### src/rtl/net_loader_pkg.sv
// net_loader_pkg: shared types and constants for the net_proc image loader.
// Sequencer states, default image size and result encoding used by
// net_image_loader.
package net_loader_pkg;

    typedef enum logic [2:0] {
        IDLE,
        CLEAR,
        LOAD,
        START,
        WAIT,
        RESULT
    } loader_state_e;

    localparam int N_IMG_BYTES = 784;
    localparam int RES_W = 4;
    localparam logic [RES_W-1:0] RES_TIMEOUT_CODE = 4'hF;

endpackage

### src/rtl/net_image_loader.sv
// net_image_loader: drives net_proc's external image port from a byte stream.
// Clears the image memory, writes N_BYTES pixels in order, pulses start,
// waits for done and returns the class index on a valid/ready handshake.
// Optional build macro NET_LOADER_TIMEOUT_EN adds a WAIT-state watchdog that
// reports RES_TIMEOUT_CODE with res_err=1 when net_proc never completes.
//
// state  | meaning
// -------+------------------------------------------------------------
// IDLE   | no image in flight; first s_valid starts a new image
// CLEAR  | ext_mem_rst pulse, byte counter cleared
// LOAD   | accept bytes, one registered write strobe per handshake
// START  | last write strobe on the port, start pulse being registered
// WAIT   | start visible; waiting for a rising edge on done
// RESULT | result presented, held until res_ready
module net_image_loader
    import net_loader_pkg::*;
#(
    parameter int N_BYTES        = N_IMG_BYTES,
    parameter int TIMEOUT_CYCLES = 1048576
) (
    input  logic             clk,
    input  logic             rst_n,
    input  logic             s_valid,
    input  logic [7:0]       s_data,
    output logic             s_ready,
    output logic             ext_mem_rst,
    output logic             ext_mem_we,
    output logic [7:0]       ext_mem_wdata,
    output logic             start,
    input  logic             done,
    input  logic [RES_W-1:0] max_idx_10,
    output logic             res_valid,
    input  logic             res_ready,
    output logic [RES_W-1:0] result,
    output logic             res_err,
    output logic             busy
);

    localparam int CNT_W = $clog2(N_BYTES + 1);
    localparam logic [CNT_W-1:0] LAST_IDX = CNT_W'(N_BYTES - 1);
    localparam logic [CNT_W-1:0] FULL_CNT = CNT_W'(N_BYTES);

    loader_state_e    state;
    logic [CNT_W-1:0] byte_cnt;
    logic             done_q;
    logic             done_rise;
    logic             accept;

    // s_ready falls as soon as the counter is full so no extra byte slips in
    assign s_ready   = (state == LOAD) && (byte_cnt != FULL_CNT);
    assign accept    = s_valid && s_ready;
    assign done_rise = done && !done_q;
    assign busy      = (state != IDLE);

`ifdef NET_LOADER_TIMEOUT_EN
    localparam int WD_W = $clog2(TIMEOUT_CYCLES + 1);
    logic [WD_W-1:0] wd_cnt;
    logic            wd_expired;
    logic            res_err_q;

    assign wd_expired = (wd_cnt == '0);
    assign res_err    = res_err_q;
`else
    logic unused_timeout;

    assign unused_timeout = (TIMEOUT_CYCLES != 0) ^ (RES_TIMEOUT_CODE != '0);
    assign res_err        = 1'b0;
`endif

    // Sequencer: state, byte counter, done edge tracking and all registered outputs
    always_ff @(posedge clk or negedge rst_n) begin
        if (!rst_n) begin
            state         <= IDLE;
            byte_cnt      <= '0;
            done_q        <= 1'b0;
            ext_mem_rst   <= 1'b0;
            ext_mem_we    <= 1'b0;
            ext_mem_wdata <= '0;
            start         <= 1'b0;
            res_valid     <= 1'b0;
            result        <= '0;
`ifdef NET_LOADER_TIMEOUT_EN
            wd_cnt        <= '0;
            res_err_q     <= 1'b0;
`endif
        end else begin
            // done_q runs in every state so a level left high from an earlier
            // run (or arriving after a timeout) never looks like a new edge
            done_q      <= done;
            ext_mem_rst <= 1'b0;
            ext_mem_we  <= 1'b0;
            start       <= 1'b0;
            case (state)
                IDLE: begin
                    if (s_valid) begin
                        ext_mem_rst <= 1'b1;
                        state       <= CLEAR;
                    end
                end
                CLEAR: begin
                    byte_cnt <= '0;
                    state    <= LOAD;
                end
                LOAD: begin
                    if (accept) begin
                        ext_mem_we    <= 1'b1;
                        ext_mem_wdata <= s_data;
                        byte_cnt      <= byte_cnt + 1'b1;
                        if (byte_cnt == LAST_IDX) begin
                            state <= START;
                        end
                    end
                end
                START: begin
                    start <= 1'b1;
                    state <= WAIT;
`ifdef NET_LOADER_TIMEOUT_EN
                    wd_cnt <= WD_W'(TIMEOUT_CYCLES - 1);
`endif
                end
                WAIT: begin
                    if (done_rise) begin
                        result    <= max_idx_10;
                        res_valid <= 1'b1;
                        state     <= RESULT;
                    end
`ifdef NET_LOADER_TIMEOUT_EN
                    else if (wd_expired) begin
                        result    <= RES_TIMEOUT_CODE;
                        res_err_q <= 1'b1;
                        res_valid <= 1'b1;
                        state     <= RESULT;
                    end else begin
                        wd_cnt <= wd_cnt - 1'b1;
                    end
`endif
                end
                RESULT: begin
                    if (res_ready) begin
                        res_valid <= 1'b0;
                        state     <= IDLE;
`ifdef NET_LOADER_TIMEOUT_EN
                        res_err_q <= 1'b0;
`endif
                    end
                end
                default: begin
                    state <= IDLE;
                end
            endcase
        end
    end

endmodule

### config.mk
export PLATFORM = sky130hd
export DESIGN_NAME = net_image_loader
export DESIGN_NICKNAME = d
export VERILOG_FILES = /design/src/rtl/net_loader_pkg.sv /design/src/rtl/net_image_loader.sv
export SDC_FILE = /design/constraint.sdc
export NUM_CORES = 1
export LEC_CHECK = 0
export CORE_ASPECT_RATIO = 1.1
export CORE_UTILIZATION = 30
export DETAILED_ROUTE_END_ITERATION = 16
export GPL_ROUTABILITY_DRIVEN = 0
export GPL_TIMING_DRIVEN = 0
export SLEW_MARGIN = 5
export SYNTH_ARGS = -nofsm -noshare
export SYNTH_HDL_FRONTEND = slang
export SYNTH_SLANG_ARGS = --single-unit
### constraint.sdc
create_clock -name clk -period 2.3 [get_ports clk]
set_input_delay 0.46 -clock clk [delete_from_list [all_inputs] [get_ports clk]]
set_output_delay 0.46 -clock clk [all_outputs]
set_load 0.005 [all_outputs]
== After elaboration in Yosys (flattened, before gate mapping) ==
Cells that the tools add are included.

* Equal/unequal tests: 12
* Reductions and logical operators: 13
* Add/sub/neg operators: 1
* Muxes and demuxes: 16

{| class="wikitable"
|+ Operators by type and width
! operator !! count
|-
| case mux 10 bit (2 select lines) || 1
|-
| case mux 3 bit (6 select lines) || 1
|-
| two-way mux 3 bit || 5
|-
| adder 10 x 1 -> 10 bit (second input constant) || 1
|-
| == test 10 bit (second input constant) || 1
|-
| two-way mux 10 bit || 1
|-
| inequality test 10 bit (second input constant) || 1
|-
| inequality test 2 bit (second input constant) || 4
|-
| two-way mux 1 bit || 7
|-
| == test 3 x 2 -> 1 bit (second input constant) || 2
|-
| == test 3 bit (second input constant) || 2
|-
| AND reduction 2 bit || 3
|-
| AND reduction 5 bit || 1
|-
| nonzero test 2 bit || 2
|-
| == test 3 x 1 -> 1 bit (second input constant) || 1
|-
| logical AND 1 bit || 3
|-
| logical NOT 3 bit || 1
|-
| AND reduction 3 bit || 1
|-
| nonzero test 3 bit || 1
|-
| inequality test 2 x 1 -> 1 bit (second input constant) || 1
|-
| case mux 1 bit (2 select lines) || 1
|-
| logical NOT 1 bit || 1
|}

* Bits in registers: 30
* Word-level logic and storage cells: 51

== Longest topological paths before layout ==
* Depth in word-level cells: 5
* Depth in mapped cells: 7
* Depth with buffers taken out: 6

== Least setup slack after synthesis ==
No wires, ideal clock.

* Path type: register -> register
* From: register byte_cnt[0]
* To: register byte_cnt[1]
* Setup slack: 0.429 ns
* Path buffers: 1
* Cell stages (with the launch flop): 8
* Clock period less this slack: 1.871 ns
* Arrival time: 1.746 ns
* Cells stage by stage: dfrtp_1 -> inv_1 -> ha_1 -> nor4bb_1 -> nand3b_1 -> nand4_1 -> buf_2 -> mux2_2

* Word-level cells in the longest chain between the ends: 5

{| class="wikitable"
|+ Ends and longest elaborated chain
! element !! RTL line !! RTL
|-
| start, declared || net_image_loader.sv:44 || <nowiki>logic [CNT_W-1:0] byte_cnt;</nowiki>
|-
| start signal, assigned || net_image_loader.sv:108 || <nowiki>byte_cnt <= byte_cnt + 1'b1;</nowiki>
|-
| branches (longest 5 deep; another with adder 10 x 1 -> 10 bit) || - ||
|}

Parallel ways; which one is timed is not known. The select of a mux whose other input is x is not followed.
A chain may end at the register's enable or synchronous reset.

== Worst setup path after layout ==
* From: register state[2]
* To: output port busy

* Word-level cells in the longest chain between the ends: 1

{| class="wikitable"
|+ Ends and longest elaborated chain
! element !! RTL line !! RTL
|-
| start, declared || net_image_loader.sv:43 || <nowiki>loader_state_e state;</nowiki>
|-
| start signal, assigned || net_image_loader.sv:73 || <nowiki>state <= IDLE;</nowiki>
|-
| start signal, assigned || net_image_loader.sv:97 || <nowiki>state <= CLEAR;</nowiki>
|-
| start signal, assigned || net_image_loader.sv:102 || <nowiki>state <= LOAD;</nowiki>
|-
| nonzero test 3 bit || net_image_loader.sv:53 || <nowiki>assign busy = (state != IDLE);</nowiki>
|-
| end, declared || net_image_loader.sv:36 || <nowiki>output logic busy</nowiki>
|}

Every way passes these cells.

==> impl_metrics.py <==
metrics = {
    "finish": {
        "final_cell_mix": "clkdlybuf4s50_1 (32), dfrtp_1 (30), mux2_2 (13)",
        "fin_cells": 236,
        "drive_gt1_share_pct": 21.7,
        "final_common_cell": "clkdlybuf4s50_1",
        "areaGrowthSynthToFinish_pct": 40.2,
        "num-fill-cells": 454,
        "diodes": 0,
        "final_nets": 198,
    },
    "place": {
        "port-buffer-count": 34,
        "pre_cts_ws_ps": -186,
        "hpwl_um": 2300,
        "dp_cells": 221,
    },
    "worst_setup_path": {
        "r2r_start": "byte_cnt[1]$_DFFE_PN0P_",
        "cp-start-kind": "register",
        "path_class": "register to primary output",
        "worstPathRequired_ps": 1840,
        "cp.arrival_ps": 1730,
        "critPathCaptureType": "primary output",
        "cp-startpoint": "state[2]$_DFFE_PN0P_",
        "crit_path_max_fanout": 10,
        "r2r_cells": 10,
    },
    "cts": {
        "clock_path_buffers": 2,
        "cts_buffers": 5,
        "clock_latency_ps": 280,
        "clock-root-buffer": "clkbuf_8",
        "clock-sinks": 30,
        "hold_buffers": 0,
        "cts_tree": "done",
        "htree_levels": 2,
        "clk_pin_slew_ps": 70,
    },
    "global_route": {
        "grt_antenna_before_repair": 0,
        "grt_overflow": 0,
        "track_usage_pct": 13.8,
        "grt_max_degree": 31,
        "grt_pass1_vias": 1167,
        "grt_first_pass_wirelength_um": 5090,
    },
    "synth": {
        "syn_area_per_cell_um2": 11.2,
        "synth_edf_count": 0,
        "synth_seq_area_share_pct": 51.2,
        "synth_top_area_share_pct": 51.2,
        "ys_top_cells_by_area": "dfrtp_1 (51%), mux2_2 (10%), nand2_1 (3.1%)",
        "syn_inst": 131,
        "yosysUniqueCellTypes": 42,
        "synth_nets": 150,
        "ys.flop_type": "dfrtp_1",
        "async_flop_share_pct": 100,
        "yosysWarnings": 0,
        "synth-seq-cells": 30,
        "synth_top_area_cell": "dfrtp_1",
        "syn_area_um2": 1470,
    },
    "routing": {
        "drt-initial-drc-count": 34,
        "routed_via_density": 5.13,
        "drtPass1Iterations": 4,
        "wl_per_cell_um": 13.6,
        "ant_nets": 0,
        "wl_um": 3210,
        "vias": 1211,
        "drc": 0,
    },
    "floorplanning": {
        "initial_core_util_pct": 31.3,
        "fp.dieW_um": 68.7,
        "top_level_ports": 36,
        "dieArea_um2": 5170,
        "core-area_um2": 4680,
        "die_y_um": 75.3,
        "row_count": 26,
    },
    "pwr": {
        "ir_worst_vdd_mv": 0.511,
        "cellPowerDensity_nw_per_um2": 1030,
        "p_leak_nw": 0.866,
    },
    "sta": {
        "worst_slack_ps": 113,
        "setup_viol": 0,
        "maxSlewHeadroom_pct": 26.8,
        "fin_crit_sh_pct": 95.1,
        "slew_violations": 0,
        "tightest_slew_ps": 1100,
        "hold_viol": 0,
        "rsz0062_at_grt": "false",
        "fmax_ghz": 0.457,
        "skew_ps": 6.30,
        "fin_crit_ps": 2190,
        "hold_slack_ps": 205,
    },
    "run": {
        "cap_violations": 0,
    },
    "run_status": {
        "status": "completed",
    },
    "hold_path": {
        "hold_path_class": "input pin to async pin",
    },
}
final timing paths:
kind / end / slack (ps)
max in group asynchronous: byte_cnt[4]$_DFFE_PN0P_ / 1670
setup reg to reg: ext_mem_wdata[7]$_DFFE_PN0P_ / 120
hold reg to reg: ext_mem_wdata[5]$_DFFE_PN0P_ / 510
hold / removal: state[0]$_DFFE_PN0P_ / 200
setup / recovery: busy / 110
min in group clk: ext_mem_wdata[5]$_DFFE_PN0P_ / 510
critical path: stages, from the launching register on:
cell,delay (ps)
dfrtp_1,420
clkbuf_1,230
or3_1,350
clkdlybuf4s50_1,450
stage by stage:
stage               TNS [ps]  area, µm²  util (%)  total power [mW]
floorplan                  0       1470         -              1.23
global placement        -385       1880      40.1              1.64
detailed placement      -441       1870      40.0              1.66
CTS                        0       2050      43.7              2.14
global route               0       2060      43.9              2.26
finish                     0       2060      43.9              2.12
timing repair:
action                                  CTS  global route
gates cloned                              0             0
setup buffers                             7             0
pin swaps                                 3             0
endpoints found under the setup margin    1             5
resized for setup                         5             2
cell families (layout without fill, tap and decap cells):
| kind of cell | after synthesis | in the layout | synth area share (%) |
|---|---|---|---|
| DFF | 30 | 30 | 51.2 |
| buffers and inverters | 11 | 60 | 4.01 |
| and+or+nand+nor | 47 | 47 | 19.8 |
| AOI/OAI and AO/OA | 25 | 25 | 11.7 |
| muxes | 15 | 15 | 11.3 |
| adders and majority gates | 2 | 2 | 1.71 |
| other | 1 | 1 | 0.256 |
cells in the mapped netlist (2+ instances only):
| master | number |
|---|---|
| a211oi_1 | 2 |
| a21o_1 | 2 |
| a21oi_1 | 7 |
| buf_2 | 2 |
| buf_4 | 2 |
| dfrtp_1 | 30 |
| ha_1 | 2 |
| inv_1 | 5 |
| mux2_2 | 13 |
| mux2i_1 | 2 |
| nand2_1 | 12 |
| nand2b_1 | 3 |
| nand3_1 | 3 |
| nand3b_1 | 2 |
| nand4_1 | 2 |
| nor2_1 | 6 |
| nor2b_1 | 2 |
| nor4bb_1 | 2 |
| o21ai_0 | 3 |
| o31ai_1 | 3 |
| o41ai_1 | 2 |
| or3_1 | 2 |
| or4_1 | 2 |
| or4b_1 | 2 |
registers in the layout, summed over array words and instances (netlist names):
signal / flops
done_q: 1
result: 4
ext_mem_rst: 1
ext_mem_wdata: 8
res_valid: 1
start: 1
ext_mem_we: 1
state: 3
byte_cnt: 10
layer usage:
metal | GRT usage, % | vias up | part of all wire (%)
li1 | - | 576 | -
met1 | 15.5 | 583 | 41
met2 | 22.7 | 44 | 50
met3 | 4.64 | 8 | 6.1
met4 | 7.87 | 0 | 2.8
met5 | 0 | - | 0
where the power goes:
part / total, mW / switching [mW] / internal (mW)
logic: 0.867 / 0.348 / 0.519
clock network: 0.442 / 0.202 / 0.240
registers: 0.807 / 0.108 / 0.699
layout make-up:
type / count / area, µm² / area share (%)
timing repair buffer: 41 / 387 / 18.8
inverter: 5 / 18.8 / 0.913
clock inverter: 2 / 12.5 / 0.609
sequential: 30 / 751 / 36.5
buffer: 6 / 42.5 / 2.07
clock buffer: 6 / 82.6 / 4.02
tap: 56 / 70.1 / 3.41
multi-input combinational: 90 / 692 / 33.7
(Power assumes the default switching activity.)
